--- config.mk ---
export PLATFORM = sky130hd
export DESIGN_NAME = bcd_timer_core
export DESIGN_NICKNAME = d
export VERILOG_FILES = /design/src/rtl/bcd_timer_core.sv
export SDC_FILE = /design/constraint.sdc
export NUM_CORES = 1
export LEC_CHECK = 0
export ABC_AREA = 1
export BUFFER_PORTS_ARGS = -buffer_cell sky130_fd_sc_hd__buf_2
export CAP_MARGIN = 0
export CORE_MARGIN = 3
export CORE_UTILIZATION = 35
export DETAILED_ROUTE_END_ITERATION = 8
export SETUP_SLACK_MARGIN = 0.5
export SYNTH_ARGS = -nofsm -noshare
export SYNTH_HDL_FRONTEND = slang
export SYNTH_SLANG_ARGS = --single-unit
export TNS_END_PERCENT = 10
--- constraint.sdc ---
create_clock -name clk -period 3.2 [get_ports clk]
set_clock_uncertainty 0.2 [all_clocks]
set_input_delay 0.64 -clock clk [delete_from_list [all_inputs] [get_ports clk]]
set_output_delay 0.64 -clock clk [all_outputs]
set_load 0.005 [all_outputs]
--- src/rtl/bcd_timer_core.sv ---
// M:SS.t stopwatch/timer core: preset entry, up/down count to a goal, pause,
// lap freeze, auto-reload and a one-cycle terminal-count pulse.
module bcd_timer_core #(
    parameter int TICK_DIV = 10000000,
    parameter int MIN_W    = 4,
    parameter int MAX_MIN  = 9
) (
    input  logic             clk,
    input  logic             rst,
    input  logic             en,
    input  logic             dir_toggle,
    input  logic             inc,
    input  logic             enter,
    input  logic             lap,
    input  logic             auto_reload,
    output logic [MIN_W-1:0] disp_min,
    output logic [3:0]       disp_tens,
    output logic [3:0]       disp_sec,
    output logic [3:0]       disp_tenth,
    output logic             blank,
    output logic             countdown,
    output logic [2:0]       state,
    output logic             done,
    output logic             lap_active
);
    localparam int               CNT_W     = $clog2(TICK_DIV);
    localparam logic [CNT_W-1:0] TICK_LAST = CNT_W'(TICK_DIV - 1);
    localparam logic [MIN_W-1:0] MAX_MIN_V = MIN_W'(MAX_MIN);

    typedef enum logic [2:0] {
        IDLE      = 3'd0,
        SET_MIN   = 3'd1,
        SET_TENS  = 3'd2,
        SET_SEC   = 3'd3,
        SET_TENTH = 3'd4,
        RUN       = 3'd5,
        DONE      = 3'd6
    } state_t;

    typedef struct packed {
        logic [MIN_W-1:0] min;
        logic [3:0]       tens;
        logic [3:0]       sec;
        logic [3:0]       tenth;
    } bcd_time_t;

    state_t           state_reg, state_next;
    bcd_time_t        cur_reg, cur_next;
    bcd_time_t        goal_reg, goal_next;
    bcd_time_t        lap_reg, lap_next;
    logic [CNT_W-1:0] cnt_reg, cnt_next;
    logic             countdown_reg, countdown_next;
    logic             done_reg, done_next;
    logic             lap_active_reg, lap_active_next;

    bcd_time_t start_val, target_val, stepped, disp_sel;
    logic      tick;

    function automatic bcd_time_t step_up(input bcd_time_t t);
        bcd_time_t r;
        r = t;
        if (t.tenth != 4'd9) begin
            r.tenth = t.tenth + 4'd1;
        end else begin
            r.tenth = 4'd0;
            if (t.sec != 4'd9) begin
                r.sec = t.sec + 4'd1;
            end else begin
                r.sec = 4'd0;
                if (t.tens != 4'd5) begin
                    r.tens = t.tens + 4'd1;
                end else begin
                    r.tens = 4'd0;
                    r.min  = (t.min == MAX_MIN_V) ? '0 : t.min + MIN_W'(1);
                end
            end
        end
        return r;
    endfunction

    // Borrow chain mirrors the carry chain of step_up.
    function automatic bcd_time_t step_down(input bcd_time_t t);
        bcd_time_t r;
        r = t;
        if (t.tenth != 4'd0) begin
            r.tenth = t.tenth - 4'd1;
        end else begin
            r.tenth = 4'd9;
            if (t.sec != 4'd0) begin
                r.sec = t.sec - 4'd1;
            end else begin
                r.sec = 4'd9;
                if (t.tens != 4'd0) begin
                    r.tens = t.tens - 4'd1;
                end else begin
                    r.tens = 4'd5;
                    r.min  = (t.min == '0) ? MAX_MIN_V : t.min - MIN_W'(1);
                end
            end
        end
        return r;
    endfunction

    assign start_val  = countdown_reg ? goal_reg : '0;
    assign target_val = countdown_reg ? '0 : goal_reg;
    assign stepped    = countdown_reg ? step_down(cur_reg) : step_up(cur_reg);

    always_comb begin
        state_next      = state_reg;
        cur_next        = cur_reg;
        goal_next       = goal_reg;
        lap_next        = lap_reg;
        lap_active_next = lap_active_reg;
        cnt_next        = cnt_reg;
        countdown_next  = countdown_reg;
        done_next       = 1'b0;
        tick            = 1'b0;
        case (state_reg)
            IDLE: begin
                if (dir_toggle) countdown_next = ~countdown_reg;
                if (enter) begin
                    cur_next   = '0;
                    goal_next  = '0;
                    state_next = SET_MIN;
                end
            end
            SET_MIN: begin
                if (inc)        cur_next.min = (cur_reg.min == MAX_MIN_V) ? '0 : cur_reg.min + MIN_W'(1);
                else if (enter) state_next = SET_TENS;
            end
            SET_TENS: begin
                if (inc)        cur_next.tens = (cur_reg.tens == 4'd5) ? 4'd0 : cur_reg.tens + 4'd1;
                else if (enter) state_next = SET_SEC;
            end
            SET_SEC: begin
                if (inc)        cur_next.sec = (cur_reg.sec == 4'd9) ? 4'd0 : cur_reg.sec + 4'd1;
                else if (enter) state_next = SET_TENTH;
            end
            SET_TENTH: begin
                if (inc) begin
                    cur_next.tenth = (cur_reg.tenth == 4'd9) ? 4'd0 : cur_reg.tenth + 4'd1;
                end else if (enter) begin
                    goal_next = cur_reg;
                    cur_next  = countdown_reg ? cur_reg : '0;
                    cnt_next  = '0;
                    if (cur_reg == '0) begin
                        state_next = DONE;
                        done_next  = 1'b1;
                    end else begin
                        state_next = RUN;
                    end
                end
            end
            RUN: begin
                // Lap samples cur before any step taken on this same cycle.
                if (lap) begin
                    if (!lap_active_reg) begin
                        lap_next        = cur_reg;
                        lap_active_next = 1'b1;
                    end else begin
                        lap_active_next = 1'b0;
                    end
                end
                if (en) begin
                    tick     = (cnt_reg == TICK_LAST);
                    cnt_next = tick ? '0 : cnt_reg + CNT_W'(1);
                    if (tick) begin
                        if (stepped == target_val) begin
                            done_next = 1'b1;
                            if (auto_reload) begin
                                cur_next = start_val;
                            end else begin
                                cur_next        = stepped;
                                state_next      = DONE;
                                lap_active_next = 1'b0;
                            end
                        end else begin
                            cur_next = stepped;
                        end
                    end
                end
            end
            DONE: begin
                if (enter) state_next = IDLE;
            end
            default: state_next = IDLE;
        endcase
    end

    always_ff @(posedge clk or posedge rst) begin
        if (rst) begin
            state_reg      <= IDLE;
            cur_reg        <= '0;
            goal_reg       <= '0;
            lap_reg        <= '0;
            cnt_reg        <= '0;
            countdown_reg  <= 1'b0;
            done_reg       <= 1'b0;
            lap_active_reg <= 1'b0;
        end else begin
            state_reg      <= state_next;
            cur_reg        <= cur_next;
            goal_reg       <= goal_next;
            lap_reg        <= lap_next;
            cnt_reg        <= cnt_next;
            countdown_reg  <= countdown_next;
            done_reg       <= done_next;
            lap_active_reg <= lap_active_next;
        end
    end

    assign disp_sel   = lap_active_reg ? lap_reg : cur_reg;
    assign disp_min   = disp_sel.min;
    assign disp_tens  = disp_sel.tens;
    assign disp_sec   = disp_sel.sec;
    assign disp_tenth = disp_sel.tenth;
    assign blank      = (state_reg == IDLE);
    assign countdown  = countdown_reg;
    assign state      = state_reg;
    assign done       = done_reg;
    assign lap_active = lap_active_reg;
endmodule

==> metrics <==
Die Area between 15000 and 20000 um2; Power, Total between 6 and 7 mW; TNS Setup 0 ps; final worst slack between 400 and 500 ps; Clock Sinks 78; final hold viol count 0; Area growth syn-to-layout 19.9%; PwrDens between 900 and 1000 nW/um2; largest net degree at the start of global routing 35; remaining global-route overflow 0; diodes inserted 0; I/O pins 31; Syn. warnings 0; Worst setup SP type register; Max clock buf depth 2; fraction of layout cells with a size suffix above 1 18.8%; fmax 0.370 GHz; placer congestion estimate between 0.9 and 1; GRT Resource Usage Total around 20%; Starting Density between 30 and 40%; Worst Path Max Fanout 7; drt pass-1 iters 5; Synth Net Count between 900 and 1000; First DRT Iteration DRCs around 520; Hold WC Path Type in -> async; vias in the first global route between 5000 and 6000; post-synthesis cell type count 42; Critical-path top delay cell dfrtp_2; first-pass GRT wire length between 20000 and 30000 um; Fill cells 1664; Max transition margin about half; placed cell count around 1100; post-route minimum period approximately 2700 ps; Max Cap Violations 0; Pins Over Slew Limit 0; layout net count approximately 960; Post-Syn Area about 5700 um2; Min Hold Slack around 170 ps; CP Class reg -> reg; H-tree levels 3; initial antenna violation count 0; Crit. End Element register; Post-Place Setup Slack between 200 and 300 ps; max reg flops 24; WL per Instance around 15 um; Max IR drop VDD about 0.49 mV; Worst-Margin Slew between 700 and 800 ps; CTS Buf Count 9; fin area 6860 um2; outcome complete, no violations; Avg Cell Area, Syn 6.38 um2; critical path arrival 2740 ps; Die Y approximately 130 um; asr flop ratio synth 100%; predominant post-synthesis flop cell dfrtp_1; Top cell by count, worst path nand2_1; Final Cycle Share a little over four fifths; CP Cell Sequence buf_12 > nor2_2 > nand2_2 > nor2_4 > nand2_2 > nand2_1 > nand2_1 > nand2_1 > nand2_1 > nor2_2 > nand3_4 > nor2_8 > nand4_1 > nand2_1 > nand2_1 > nand2_1 > o21ai_1; Port Buffer Count 30; Row Count 46; Die Width 134 um; clk root buf clkbuf_16; CTS clk-pin slew, worst paths 70 ps; sequential-to-total area share from yosys stat between 30% and 40%; RSZ-0062 raised after global routing yes; placed cell area ~6100 um2; Skew-Pair Late Insertion Delay between 300 and 400 ps; hpwl dp 12800 um; Routed Antenna Nets 0; drt drc 0; Max stage delay on crit path roughly 470 ps; most frequent cells in the layout 302 x nand2_1, 85 x nand3_1, 78 x inv_1, 67 x nor2_1, 66 x dfrtp_1; commonest non-fill, non-tap cell in the layout nand2_1; Vias just over 6000; TritonCTS clock tree yes; FF+latch count, synth 78; Lkg Pwr 3.28 nW; number of flops mapped to enable cells by yosys 0; non-filler cells in the finished layout roughly 1200; Final Util around 43%; Critical Path RT 3230 ps; core area about 16000 um2; final WL 17800 um; Setup-failing EPs final 0; via/cell ratio approximately 5.2; Synth Instances approximately 900
-- cell type report --
type | instances | area, um2 | area share [%]
clock inverters | 6 | 95.1 | 1.39
flip-flops and latches | 78 | 1970 | 28.7
multi-input cells | 689 | 3390 | 49.5
well taps | 216 | 270 | 3.94
clock buffers | 10 | 229 | 3.34
inverters | 95 | 373 | 5.43
repair buffers | 73 | 533 | 7.77
-- what timing repair did --
item | in CTS | in global routing
endpoints found under the setup margin | 35 | 33
buffers inserted | 9 | 12
hold buffers | 0 | 0
gates resized for setup | 14 | 57
pin swaps | 4 | 24
gates cloned | 1 | 0
endpoints found under the hold margin | 0 | 0
-- Yosys cell counts, types with 4 or more instances --
library cell | n | area, um2
a21boi_1 | 10 | 75.1
a21oi_1 | 34 | 170
a31oi_1 | 4 | 25.0
buf_2 | 13 | 65.1
buf_6 | 4 | 45.0
clkbuf_1 | 16 | 60.1
dfrtp_1 | 78 | 1950
inv_1 | 81 | 304
inv_2 | 13 | 48.8
nand2_1 | 316 | 1190
nand2_2 | 7 | 43.8
nand3_1 | 92 | 460
nand4_1 | 35 | 219
nor2_1 | 78 | 293
nor2_2 | 5 | 31.3
nor2_4 | 6 | 67.6
nor3_1 | 6 | 30.0
nor4_1 | 7 | 43.8
o21ai_0 | 46 | 230
o21ai_1 | 4 | 20.0
o31ai_1 | 7 | 52.6
xor2_1 | 4 | 35.0
-- path summary, 6_finish.rpt --
path | startpoint | slack, ps | end | cells past startpoint
setup / recovery | cur_reg[5] | 500 | state[1] | 17
hold / removal | rst | 170 | cnt_reg[5] | 2
setup reg to reg | cur_reg[5] | 500 | state[1] | 17
hold reg to reg | lap_reg[10] | 280 | lap_reg[10] | 2
max in group asynchronous | rst | 1930 | cur_reg[8] | 3
min in group clk | lap_reg[10] | 280 | lap_reg[10] | 2
-- where the power goes --
part           internal, mW  switching, mW  leakage [nW]  total (mW)
combinational          1.21           2.22          2.10        3.43
sequential             1.32          0.353          1.02        1.68
clock                 0.691          0.444         0.157        1.13
total                  3.23           3.02          3.28        6.24
-- cell families (layout without fill, tap and decap cells) --
| family | after synthesis | count (layout) | share of synthesized area, % |
|---|---|---|---|
| AND/OR/NAND/NOR | 567 | 568 | 44.0 |
| buffers and inverters | 131 | 184 | 9.49 |
| AO/OA/AOI/OAI | 116 | 116 | 11.6 |
| flip-flops | 78 | 78 | 34.1 |
| XOR/XNOR | 4 | 4 | 0.612 |
| adder cells (fa/ha/maj) | 1 | 1 | 0.219 |
-- worst max-delay path: cells and delay by family, from the launching register on --
family,cells,cell delay [ps]
buf+inv,1,150
simple gates,15,1700
compound gates,1,60
flops,1,470
-- layer usage --
metal | vias up | part of all wire, % | routed length [um] | global-route usage [%]
met1 | 2805 | 44 | 7890 | 26.8
met5 | - | 0 | 0 | 0
met2 | 207 | 47 | 8400 | 33.4
met3 | 26 | 6.0 | 1080 | 3.11
met4 | 0 | 2.4 | 426 | 6.74
li1 | 3029 | - | - | -
No activity file was read; power rests on OpenSTA's default activity.
